### src/rtl/fetch_sequencer.sv
// -----------------------------------------------------------------------------
// fetch_sequencer
//
// Sequences the architectural PC of the Monociclo core across a handshaked
// instruction-memory fetch.
//
// Flow:
//   IDLE -> FETCH -> ISSUE -> EXEC -> FETCH ...
//   The PC advances by 4 or takes a redirect when execute completes.
//   HALTED and ERROR are terminal until reset.
//
// Optional feature (compile-time macro FETCH_TIMEOUT_EN):
//   Aborts a fetch that waits TIMEOUT_CYCLES cycles without i_imem_ready.
//   The sequencer then reports err_code 2'b10.
//   With the macro undefined, FETCH waits indefinitely.
//
// Parameters:
//   RESET_VECTOR    PC after reset; bits [1:0] are forced to zero.
//   TIMEOUT_CYCLES  fetch wait limit, 1..65535. Only used with FETCH_TIMEOUT_EN.
//
// Ports:
//   i_clk               rising-edge clock
//   i_rst_n             asynchronous active-low reset
//   o_imem_req          fetch request; high for the whole FETCH state
//   o_imem_addr         fetch address; always equal to o_pc
//   i_imem_ready        fetch response valid; sampled only in FETCH
//   i_imem_rdata        fetched instruction word
//   o_instr_valid       one-cycle pulse; o_instr and o_instr_pc are valid
//   o_instr             captured instruction word
//   o_instr_pc          PC of the captured instruction
//   i_exec_done         issued instruction finished; sampled only in EXEC
//   i_redirect          taken branch/jump; qualified by i_exec_done
//   i_redirect_target   next PC when i_redirect=1
//   i_halt              stop request; qualified by i_exec_done
//   o_pc                current architectural PC
//   o_halted            sticky halt flag
//   o_error             sticky fault flag
//   o_err_code          01 misaligned redirect, 10 fetch timeout, 00 none
// -----------------------------------------------------------------------------
module fetch_sequencer #(
  parameter logic [31:0] RESET_VECTOR   = 32'h0000_0000,
  parameter int unsigned TIMEOUT_CYCLES = 255
) (
  input  logic        i_clk,
  input  logic        i_rst_n,
  output logic        o_imem_req,
  output logic [31:0] o_imem_addr,
  input  logic        i_imem_ready,
  input  logic [31:0] i_imem_rdata,
  output logic        o_instr_valid,
  output logic [31:0] o_instr,
  output logic [31:0] o_instr_pc,
  input  logic        i_exec_done,
  input  logic        i_redirect,
  input  logic [31:0] i_redirect_target,
  input  logic        i_halt,
  output logic [31:0] o_pc,
  output logic        o_halted,
  output logic        o_error,
  output logic [1:0]  o_err_code
);

  localparam logic [31:0] RESET_PC = {RESET_VECTOR[31:2], 2'b00};

  localparam logic [1:0] ERR_NONE      = 2'b00;
  localparam logic [1:0] ERR_MISALIGN  = 2'b01;
  localparam logic [1:0] ERR_TIMEOUT   = 2'b10;

  // Reject an out-of-range wait limit at elaboration.
  if ((TIMEOUT_CYCLES < 1) || (TIMEOUT_CYCLES > 65535)) begin : g_bad_timeout
    $error("fetch_sequencer: TIMEOUT_CYCLES must be in 1..65535");
  end

  typedef enum logic [2:0] {
    S_IDLE   = 3'd0,
    S_FETCH  = 3'd1,
    S_ISSUE  = 3'd2,
    S_EXEC   = 3'd3,
    S_HALTED = 3'd4,
    S_ERROR  = 3'd5
  } state_t;

  state_t      r_state;
  logic [31:0] r_pc;
  logic        r_imem_req;
  logic        r_instr_valid;
  logic [31:0] r_instr;
  logic [31:0] r_instr_pc;
  logic        r_halted;
  logic        r_error;
  logic [1:0]  r_err_code;

`ifdef FETCH_TIMEOUT_EN
  // The abort fires on the edge that closes the TIMEOUT_CYCLES-th empty wait cycle.
  localparam logic [15:0] TIMEOUT_LAST = 16'(TIMEOUT_CYCLES - 1);
  logic [15:0] r_wait_cnt;
`endif

  logic [31:0] w_pc_seq;
  logic        w_target_misaligned;

  assign w_pc_seq            = r_pc + 32'd4;  // wraps modulo 2^32
  assign w_target_misaligned = (i_redirect_target[1:0] != 2'b00);

  // Sequencer FSM; every output is a register updated alongside the state.
  always_ff @(posedge i_clk or negedge i_rst_n) begin
    if (!i_rst_n) begin
      r_state       <= S_IDLE;
      r_pc          <= RESET_PC;
      r_imem_req    <= 1'b0;
      r_instr_valid <= 1'b0;
      r_instr       <= 32'h0000_0000;
      r_instr_pc    <= 32'h0000_0000;
      r_halted      <= 1'b0;
      r_error       <= 1'b0;
      r_err_code    <= ERR_NONE;
`ifdef FETCH_TIMEOUT_EN
      r_wait_cnt    <= 16'd0;
`endif
    end else begin
      case (r_state)
        S_IDLE: begin
          r_imem_req <= 1'b1;
          r_state    <= S_FETCH;
`ifdef FETCH_TIMEOUT_EN
          r_wait_cnt <= 16'd0;
`endif
        end

        S_FETCH: begin
          // A response on the limit cycle still wins over the timeout.
          if (i_imem_ready) begin
            r_instr       <= i_imem_rdata;
            r_instr_pc    <= r_pc;
            r_imem_req    <= 1'b0;
            r_instr_valid <= 1'b1;
            r_state       <= S_ISSUE;
          end
`ifdef FETCH_TIMEOUT_EN
          else if (r_wait_cnt == TIMEOUT_LAST) begin
            r_imem_req <= 1'b0;
            r_error    <= 1'b1;
            r_err_code <= ERR_TIMEOUT;
            r_state    <= S_ERROR;
          end else begin
            r_wait_cnt <= r_wait_cnt + 16'd1;
          end
`else
          else begin
            r_state <= S_FETCH;
          end
`endif
        end

        S_ISSUE: begin
          r_instr_valid <= 1'b0;
          r_state       <= S_EXEC;
        end

        S_EXEC: begin
          if (i_exec_done) begin
            // Priority: halt, then redirect, then sequential.
            if (i_halt) begin
              r_halted <= 1'b1;
              r_state  <= S_HALTED;
            end else if (i_redirect && w_target_misaligned) begin
              r_error    <= 1'b1;
              r_err_code <= ERR_MISALIGN;
              r_state    <= S_ERROR;
            end else begin
              r_pc       <= i_redirect ? i_redirect_target : w_pc_seq;
              r_imem_req <= 1'b1;
              r_state    <= S_FETCH;
`ifdef FETCH_TIMEOUT_EN
              r_wait_cnt <= 16'd0;
`endif
            end
          end else begin
            r_state <= S_EXEC;
          end
        end

        S_HALTED: r_state <= S_HALTED;
        S_ERROR:  r_state <= S_ERROR;

        default: begin
          // An illegal encoding parks the sequencer in ERROR rather than fetching.
          r_imem_req    <= 1'b0;
          r_instr_valid <= 1'b0;
          r_state       <= S_ERROR;
        end
      endcase
    end
  end

  assign o_imem_req    = r_imem_req;
  assign o_imem_addr   = r_pc;
  assign o_pc          = r_pc;
  assign o_instr_valid = r_instr_valid;
  assign o_instr       = r_instr;
  assign o_instr_pc    = r_instr_pc;
  assign o_halted      = r_halted;
  assign o_error       = r_error;
  assign o_err_code    = r_err_code;

endmodule
### config.mk
export PLATFORM = sky130hd
export DESIGN_NAME = fetch_sequencer
export DESIGN_NICKNAME = d
export VERILOG_FILES = /design/src/rtl/fetch_sequencer.sv
export SDC_FILE = /design/constraint.sdc
export NUM_CORES = 1
export LEC_CHECK = 0
export ABC_CLOCK_PERIOD_IN_PS = 1500
export BUFFER_PORTS_ARGS = -buffer_cell sky130_fd_sc_hd__buf_4
export CAP_MARGIN = 15
export CORE_MARGIN = 1
export CORE_UTILIZATION = 46
export CTS_BUF_LIST = sky130_fd_sc_hd__clkbuf_2
export DETAILED_ROUTE_END_ITERATION = 10
export PLACE_DENSITY_LB_ADDON = 0.2
export SLEW_MARGIN = 15
export SYNTH_ARGS = -nofsm -noshare
export SYNTH_HDL_FRONTEND = slang
export SYNTH_SLANG_ARGS = --single-unit
### constraint.sdc
create_clock -name i_clk -period 1.5 [get_ports i_clk]
set_input_delay 0.15 -clock i_clk [delete_from_list [all_inputs] [get_ports i_clk]]
set_output_delay 0.15 -clock i_clk [all_outputs]
set_load 0.01 [all_outputs]
==> results of run 1 <==
[layer usage]
layer / global-route usage / vias up / part of all wire
met4: 0.121 / 0 / 0.052
met2: 0.562 / 434 / 0.50
met1: 0.399 / 2819 / 0.35
met5: 0 / - / 0
li1: - / 2378 / -
met3: 0.0678 / 122 / 0.093
[final timing paths]
path,end,from,cells past startpoint
max,o_imem_addr[21],o_imem_addr[11],6
min,o_instr[15],i_imem_rdata[15],3
max reg2reg,o_imem_addr[21],o_imem_addr[11],6
min reg2reg,o_halted,o_halted,1
max in group asynchronous,o_instr_pc[25],i_rst_n,4
min in group asynchronous,o_imem_addr[10],i_rst_n,4
[power breakdown]
group | switching, mW | leakage [nW] | internal (mW)
clock | 1.07 | 0.0504 | 0.228
combinational | 1.76 | 3.53 | 2.68
sequential | 0.519 | 1.29 | 3.41
total | 3.34 | 4.87 | 6.32
[state kept, by name, summed over array words and instances (netlist names)]
name / cells
o_instr: 32
o_imem_req: 1
o_instr_valid: 1
o_error: 1
o_imem_addr: 32
o_halted: 1
o_instr_pc: 32
r_state: 3
[through the flow]
stage	setup WS [ns]	hold WS [ns]	area [um^2]	utilization
after global placement	-0.0812	0.0963	7380	0.678
after global routing	-0.340	0.181	9890	0.908
final	-0.327	0.208	9890	0.908
after detailed placement	-0.118	0.103	7380	0.678
after floorplan	-0.0745	-0.146	5500	-
after CTS	-0.132	0.211	9220	0.847
[logic make-up after synthesis]
family,synth area share
AOI/OAI and AO/OA,0.0996
adders and majority gates,0.00243
buffers and inverters,0.0884
DFF,0.500
muxes,0.173
other,0.000728
and+or+nand+nor,0.135
[worst max-delay path: stages, from the launching register on]
cell	delay [ns]
dfrtp_1	0.54
and4_4	0.29
nand4_4	0.15
buf_4	0.18
nor4_4	0.15
mux2i_1	0.30
a21oi_1	0.12
[final cells by class]
type                            instances  area, um^2
Inverter                                5        18.8
Clock buffer                           10        50.0
Timing Repair Buffer                  443        4230
Tap cell                              140         175
Multi-Input combinational cell        282        2780
Fill cell                             391         997
Sequential cell                       103        2600
Clock inverter                          6        47.5
[cells in the final DEF, fill, tap and decap left out, types with 15 or more instances in the layout]
| master | instances |
|---|---|
| dlygate4sd3_1 | 71 |
| buf_6 | 123 |
| mux2i_1 | 16 |
| mux2_4 | 64 |
| dfrtp_2 | 15 |
| nand2_1 | 24 |
| dfrtp_1 | 88 |
| buf_4 | 230 |
| a21oi_1 | 25 |
[repair_timing]
| action | in CTS | in global routing |
|---|---|---|
| gates resized for setup | 129 | 89 |
| pin swaps | 21 | 36 |
| buffers inserted | 57 | 30 |
| hold buffers | 72 | 0 |
| hold endpoints to repair | 174 | 0 |
| endpoints found under the setup margin | 150 | 163 |
| gates cloned | 3 | 7 |
==> flow_summary.toml, run 1 <==
[place]
routabilityCongestion = 0.830
placed_cells = 809
port_buffers = 202
place_hpwl_mm = 10.7

[final_layout]
fin_nets = 915
synthToLayoutAreaGrowth_pct = 92.1
diodes = 0
drive_above_1_share = 0.634
final-instance-count-excl-fill = 989

[logic_synthesis]
synthesis.nets = 522
synth_edf_count = 0
synth_top_area_share = 0.500
syn_area_um2 = 5150
synth_cell_types = 51
synth_common_cells = "103 x dfrtp_1, 64 x mux2_2, 39 x buf_4"
syn_inst = 451
yosysTopAreaCell = "dfrtp_1"
synth_area_leaders = "dfrtp_1 50%, mux2_2 14%, buf_4 5.7%"
synth.most_common_cell = "dfrtp_1"
ys.flop_type = "dfrtp_1"
syn_avg_cell_area_um2 = 11.4
async_flop_share = 1.00
synth_warnings = 0
ys_ff_latch = 103
seq_area_frac_synth = 0.500

[power_and_ir_drop]
fin_total_pwr_mw = 9.66
leakagePower_nw = 4.87
power.density_nw_per_um2 = 977
max-vdd-ir-drop_mv = 1.00

[timing]
hold_violations = 0
setup_ws_ns = -0.327
fin_setup_tns_ns = -20.01
fmax_mhz = 547
fin_skew_ns = 0.0645
timing.final.max_slew_violations = 0
period_minus_slack_ns = 1.83
period_share = 1.22
setup_viol = 141
grt_setup_unrepaired = "yes"

[worst_setup_path]
cp_max_fo = 4
required_ns = 2.09
crit_type = "reg2reg"
reg2reg_slack_ns = -0.33
end_kind = "flop"
cp-start-kind = "flop"
critPathArrivalTime_ns = 2.42

[clock_tree]
clock_path_buffers = 2
cts-root-buf = "clkbuf_2"
cts_buffers = 9
cts.clk_slew.worst_paths_ns = 0.34
cts_num_sinks = 103
cts_tree = "done"
clk_latency_ns = 0.69
htreeDepth = 3

[status]
status = "complete, but fails checks"
violations = "setup timing"

[global_route]
grt_pass1_vias = 5392
grt_start_max_net_pins = 42
grt_usage = 0.326
overflow = 0
grt_pass1_wl_mm = 28.4
antenna_found_initial = 0

[die]
die_h_um = 108
dieArea_um2 = 11600
die_w_um = 108
core_um2 = 10900
ios = 204
rows = 38
start_util = 0.473

[hold_path]
hold_path_class = "in2reg"

[drt]
drt_iter0_drc = 520
vias_per_cell = 5.82
drtPass1Iterations = 6
ant_nets = 0
route.vias.total = 5753
drc = 0
drt_wl_total_mm = 23.9
wl_per_cell_um = 24.1

[flow_run]
cap_violations = 0
No activity file was read; power rests on OpenSTA's default activity.
==> run 2: changes to the inputs <==
==> constraint.sdc (replaced) <==
create_clock -name i_clk -period 1.5 [get_ports i_clk]
set_input_delay 0.075 -clock i_clk [delete_from_list [all_inputs] [get_ports i_clk]]
set_output_delay 0.075 -clock i_clk [all_outputs]
set_load 0.01 [all_outputs]
==> run 2 against run 1 <==
The flow still finishes with violations (setup timing). Clock power increased by 23%. Non-clock buffer count shrank 36. Combinational power down 5.9%. Wire length decreased by 15%. Worst setup slack lost 0.029 ns. Sequential power barely moved. Critical path type unchanged.
==> flow_summary.toml, run 2 (synthesized netlist as in run 1, its figures left out) <==
[timing]
hold-worst-slack_ns = 0.159
timing.final.max_slew_violations = 0
tightest_slew_ns = 0.551
period_minus_slack_ns = 1.86
fmax_mhz = 539
period_share = 1.24
setup_ws_ns = -0.356
setup_viol = 114
max_slew_margin = 0.633
grt_setup_unrepaired = "yes"
hold_violations = 0
fin_skew_ns = 0.0442

[clock_tree]
cts_buffers = 9
htreeDepth = 3
clock_path_buffers = 2
cts-root-buf = "clkbuf_2"
cts_tree = "done"
clk_latency_ns = 0.66
cts.clk_slew.worst_paths_ns = 0.31
cts_num_sinks = 103

[final_layout]
synthToLayoutAreaGrowth_pct = 85.6
drive_above_1_share = 0.620
layout_commonest_cell = "buf_4"
diodes = 0
layout_common_cells = "225 x buf_4, 90 x buf_6, 90 x dfrtp_1, 71 x dlygate4sd3_1, 64 x mux2_4"
fin_area_um2 = 9560
fin_nets = 879

[die]
die_w_um = 108
core_um2 = 10900
die_h_um = 108
rows = 38
ios = 204
dieArea_um2 = 11600
start_util = 0.473

[power_and_ir_drop]
p_seq_frac = 0.403
pwr-share-comb = 0.432
leakagePower_nw = 4.63
fin_total_pwr_mw = 9.67
max-vdd-ir-drop_mv = 0.863
power.density_nw_per_um2 = 1010
swShare = 0.324
clkPwrFrac = 0.165
p_int_mw = 6.54
p_switching_mw = 3.13

[drt]
route.vias.total = 5368
drt_wl_total_mm = 20.2
vias_per_cell = 5.63
wl_per_cell_um = 21.2
drtPass1Iterations = 5
drt_iter0_drc = 435
ant_nets = 0
drc = 0

[worst_setup_path]
crit_slowest_cell = "dfrtp_2"
required_ns = 2.10
cp_max_fo = 4
end_kind = "flop"
critical-path-max-stage-delay_ns = 0.54
worst_path_most_repeated_cell = "buf_4"
r2r_cells = 7
path_cells = "nand3_4, buf_4, nor3_1, buf_4, nand3_1, mux2i_1, a21oi_1"
cp-start-kind = "flop"
cp.depth = 7
critPathArrivalTime_ns = 2.46
crit_type = "reg2reg"
cp_num_buf_inv = 2
critPathTopFamily = "flip-flops"

[global_route]
grt.busiest_layer = "met2"
overflow = 0
grt_util_met1 = 0.371
grt_start_max_net_pins = 39
grt_pass1_vias = 4933
use_met3 = 0.0720
grt_pass1_wl_mm = 26.1
antenna_found_initial = 0
grt_usage = 0.297
use_met2 = 0.511

[place]
postPlaceCellArea_um2 = 7370
place_ws_ns = -0.120
place_hpwl_mm = 10.6
port_buffers = 202
routabilityCongestion = 0.827

[flow_run]
cap_violations = 0

[status]
violations = "setup timing"
status = "complete, but fails checks"

[hold_path]
holdPathStages = 3
hold_path_class = "in2reg"
[run 2: cell count changes in the layout (fill, tap and decap cells not counted), moves of 3 or more]
cell     before  now
o22ai_2       6   17
buf_4       230  225
o22ai_1      14    4
nand3_2      10    4
nor2_4        0    3
nand3_1       3    7
nor2_1       14   11
buf_6       123   90
nor3_4        7    4
[run 2: layer usage]
layer	share of wire	vias up	wire length (um)
met5	0	-	0
met4	0.037	0	757
met3	0.069	66	1400
met2	0.51	311	10300
met1	0.39	2683	7820
li1	-	2308	-
[run 2: cell type report]
cell class / instances / area (um^2)
clock inverter: 6 / 92.6
multi-input combinational: 282 / 2790
fill: 465 / 1330
tap: 140 / 175
timing repair buffer: 407 / 3840
sequential: 103 / 2590
inverter: 5 / 18.8
clock buffer: 10 / 50.0
[run 2: worst register-to-register path, stage by stage (launching register included)]
cell and delay, ns:
dfrtp_2 0.54, nand3_4 0.14, buf_4 0.20, nor3_1 0.30, buf_4 0.21, nand3_1 0.09, mux2i_1 0.13, a21oi_1 0.20
[run 2: repair_timing]
action | 4_1_cts | 5_1_grt
buffers inserted | 21 | 36
pin swaps | 5 | 33
cloned | 2 | 8
hold endpoints to repair | 174 | 0
setup endpoints to repair | 125 | 154
hold buffers | 71 | 0
resized for setup | 79 | 117
[run 2: per-stage QoR]
stage | util | cells | TNS (ns)
6_report | 0.878 | 953 | -18.31
4_1_cts | 0.803 | 918 | -6.26
3_5_place_dp | 0.677 | 808 | -6.01
2_1_floorplan | - | 451 | -2.90
3_3_place_gp | 0.677 | 808 | -4.10
5_1_grt | 0.878 | 953 | -24.06
[run 2: power by group through the flow]
stage	Combinational [mW]	Sequential [mW]	Clock (mW)
floorplan	1.65	4.12	0
global placement	3.34	3.84	0
detailed placement	3.42	3.88	0
CTS	3.79	3.83	1.58
global route	4.40	3.96	1.70
finish	4.18	3.90	1.59
[run 2: final timing paths]
kind / start / end / slack [ns]
min in group asynchronous: i_rst_n / o_instr_pc[10] / 0.49
setup / recovery: o_imem_addr[7] / o_imem_addr[12] / -0.36
setup reg to reg: o_imem_addr[7] / o_imem_addr[12] / -0.36
hold reg to reg: o_instr_pc[2] / o_instr_pc[2] / 0.55
max in group asynchronous: i_rst_n / o_imem_addr[31] / 0.40
hold / removal: i_imem_rdata[7] / o_instr[7] / 0.16
==> run 3: changes to the inputs <==
--- a/config.mk
+++ b/config.mk
@@ -8,11 +8,10 @@
 export ABC_CLOCK_PERIOD_IN_PS = 1500
 export BUFFER_PORTS_ARGS = -buffer_cell sky130_fd_sc_hd__buf_4
 export CAP_MARGIN = 15
-export CORE_MARGIN = 1
 export CORE_UTILIZATION = 46
 export CTS_BUF_LIST = sky130_fd_sc_hd__clkbuf_2
 export DETAILED_ROUTE_END_ITERATION = 10
-export PLACE_DENSITY_LB_ADDON = 0.2
+export PLACE_DENSITY = 0.79
 export SLEW_MARGIN = 15
 export SYNTH_ARGS = -nofsm -noshare
 export SYNTH_HDL_FRONTEND = slang
==> run 3 against run 2 <==
The run still ends with setup timing left. Critical path type unchanged. Fmax grew 0.49%. Worst setup slack better by 0.0091 ns. Non-clock buffer count down 29.
==> flow_summary.toml, run 3 (synthesized netlist as in run 1, its figures left out) <==
[status]
status = "complete, but fails checks"
violations = "setup timing"

[timing]
fmax_mhz = 541
fin_skew_ns = 0.0420
hold_violations = 0
setup_viol = 101
grt_setup_unrepaired = "yes"
setup_ws_ns = -0.347
hold-worst-slack_ns = 0.0576
fin_setup_tns_ns = -17.86
period_share = 1.23
timing.final.max_slew_violations = 0
period_minus_slack_ns = 1.85

[die]
core_um2 = 10900
dieArea_um2 = 11600
die_h_um = 108
start_util = 0.473
die_w_um = 108
ios = 204
rows = 38

[final_layout]
diodes = 0
fin_area_um2 = 8980
synthToLayoutAreaGrowth_pct = 74.3
final-instance-count-excl-fill = 922
layout_common_cells = "267 x buf_4, 89 x dfrtp_1, 71 x dlygate4sd3_1, 63 x mux2_4"
fin_nets = 850
drive_above_1_share = 0.605
layout_commonest_cell = "buf_4"
fin_util = 0.825

[worst_setup_path]
critPathArrivalTime_ns = 2.34
crit_type = "reg2reg"
path_cells = "ha_4, nand4_1, nor4_4, buf_6, nand4_1, mux2i_1, a21oi_1"
worst_path_most_repeated_cell = "nand4_1"
critPathTopFamily = "simple AND/OR/NAND/NOR gates"
critical-path-max-stage-delay_ns = 0.53
cp-start-kind = "flop"
cp_num_buf_inv = 1
required_ns = 1.99
crit_slowest_cell = "dfrtp_2"
cp_max_fo = 5
end_kind = "flop"

[power_and_ir_drop]
max-vdd-ir-drop_mv = 0.890
leakagePower_nw = 4.36
power.density_nw_per_um2 = 1020
fin_total_pwr_mw = 9.15

[global_route]
grt_pass1_vias = 5019
antenna_found_initial = 0
grt_usage = 0.298
overflow = 0
grt_start_max_net_pins = 56
grt_pass1_wl_mm = 26.3

[drt]
route.vias.total = 5286
ant_nets = 0
wl_per_cell_um = 21.5
drc = 0
drt_iter0_drc = 453
drt_wl_total_mm = 19.8
vias_per_cell = 5.73
drtPass1Iterations = 5

[clock_tree]
cts-root-buf = "clkbuf_2"
cts_num_sinks = 103
cts_buffers = 9
cts_tree = "done"
clk_latency_ns = 0.58
htreeDepth = 3
clock_path_buffers = 2
cts.clk_slew.worst_paths_ns = 0.28

[place]
port_buffers = 202
place_hpwl_mm = 10.7
placed_cells = 807
postPlaceCellArea_um2 = 7340
place_ws_ns = -0.130
routabilityCongestion = 0.803

[flow_run]
cap_violations = 0

[hold_path]
hold_path_class = "in2reg"
run 3: worst paths after layout:
path                            slack, ns             startpoint  cells past startpoint              end
worst max register to register      -0.35         o_imem_addr[3]                      7  o_imem_addr[22]
worst min register to register       0.51               o_halted                      1         o_halted
worst max-delay path                -0.35         o_imem_addr[3]                      7  o_imem_addr[22]
min in group asynchronous            0.55                i_rst_n                      4      o_instr[30]
worst min-delay path                 0.06  i_redirect_target[31]                      5  o_imem_addr[31]
max in group asynchronous            0.04                i_rst_n                      5  o_imem_addr[15]
run 3: what timing repair did:
item                                   4_1_cts  5_1_grt
cloned                                       6        3
pin swaps                                   18        9
setup buffers                               11       11
setup endpoints to repair                   95      118
gates resized for setup                     49       69
endpoints found under the hold margin      172        0
hold buffers                                71        0
run 3: power by group:
| group | switching [mW] | internal [mW] |
|---|---|---|
| Sequential | 0.459 | 3.41 |
| Combinational | 1.56 | 2.42 |
| Clock | 0.914 | 0.385 |
| Total | 2.93 | 6.22 |
run 3: area by class of cell:
class                           count  area [um^2]
Sequential cell                   103         2590
Timing Repair Buffer              378         3330
Fill cell                         548         1910
Multi-Input combinational cell    282         2760
Clock buffer                       12         60.1
Tap cell                          140          175
Inverter                            5         18.8
Clock inverter                      2         35.0
run 3: worst min-delay path, cell delays in order:
cell	delay (ns)
buf_4	0.08
nor3_1	0.03
o2bb2ai_1	0.12
a21oi_1	0.13
a21boi_1	0.17
run 3: layer usage:
layer | up-vias | GRT usage | share of wire
li1 | 2249 | - | -
met1 | 2579 | 0.375 | 0.39
met2 | 365 | 0.513 | 0.49
met3 | 93 | 0.0387 | 0.075
met4 | 0 | 0.124 | 0.043
met5 | - | 0 | 0
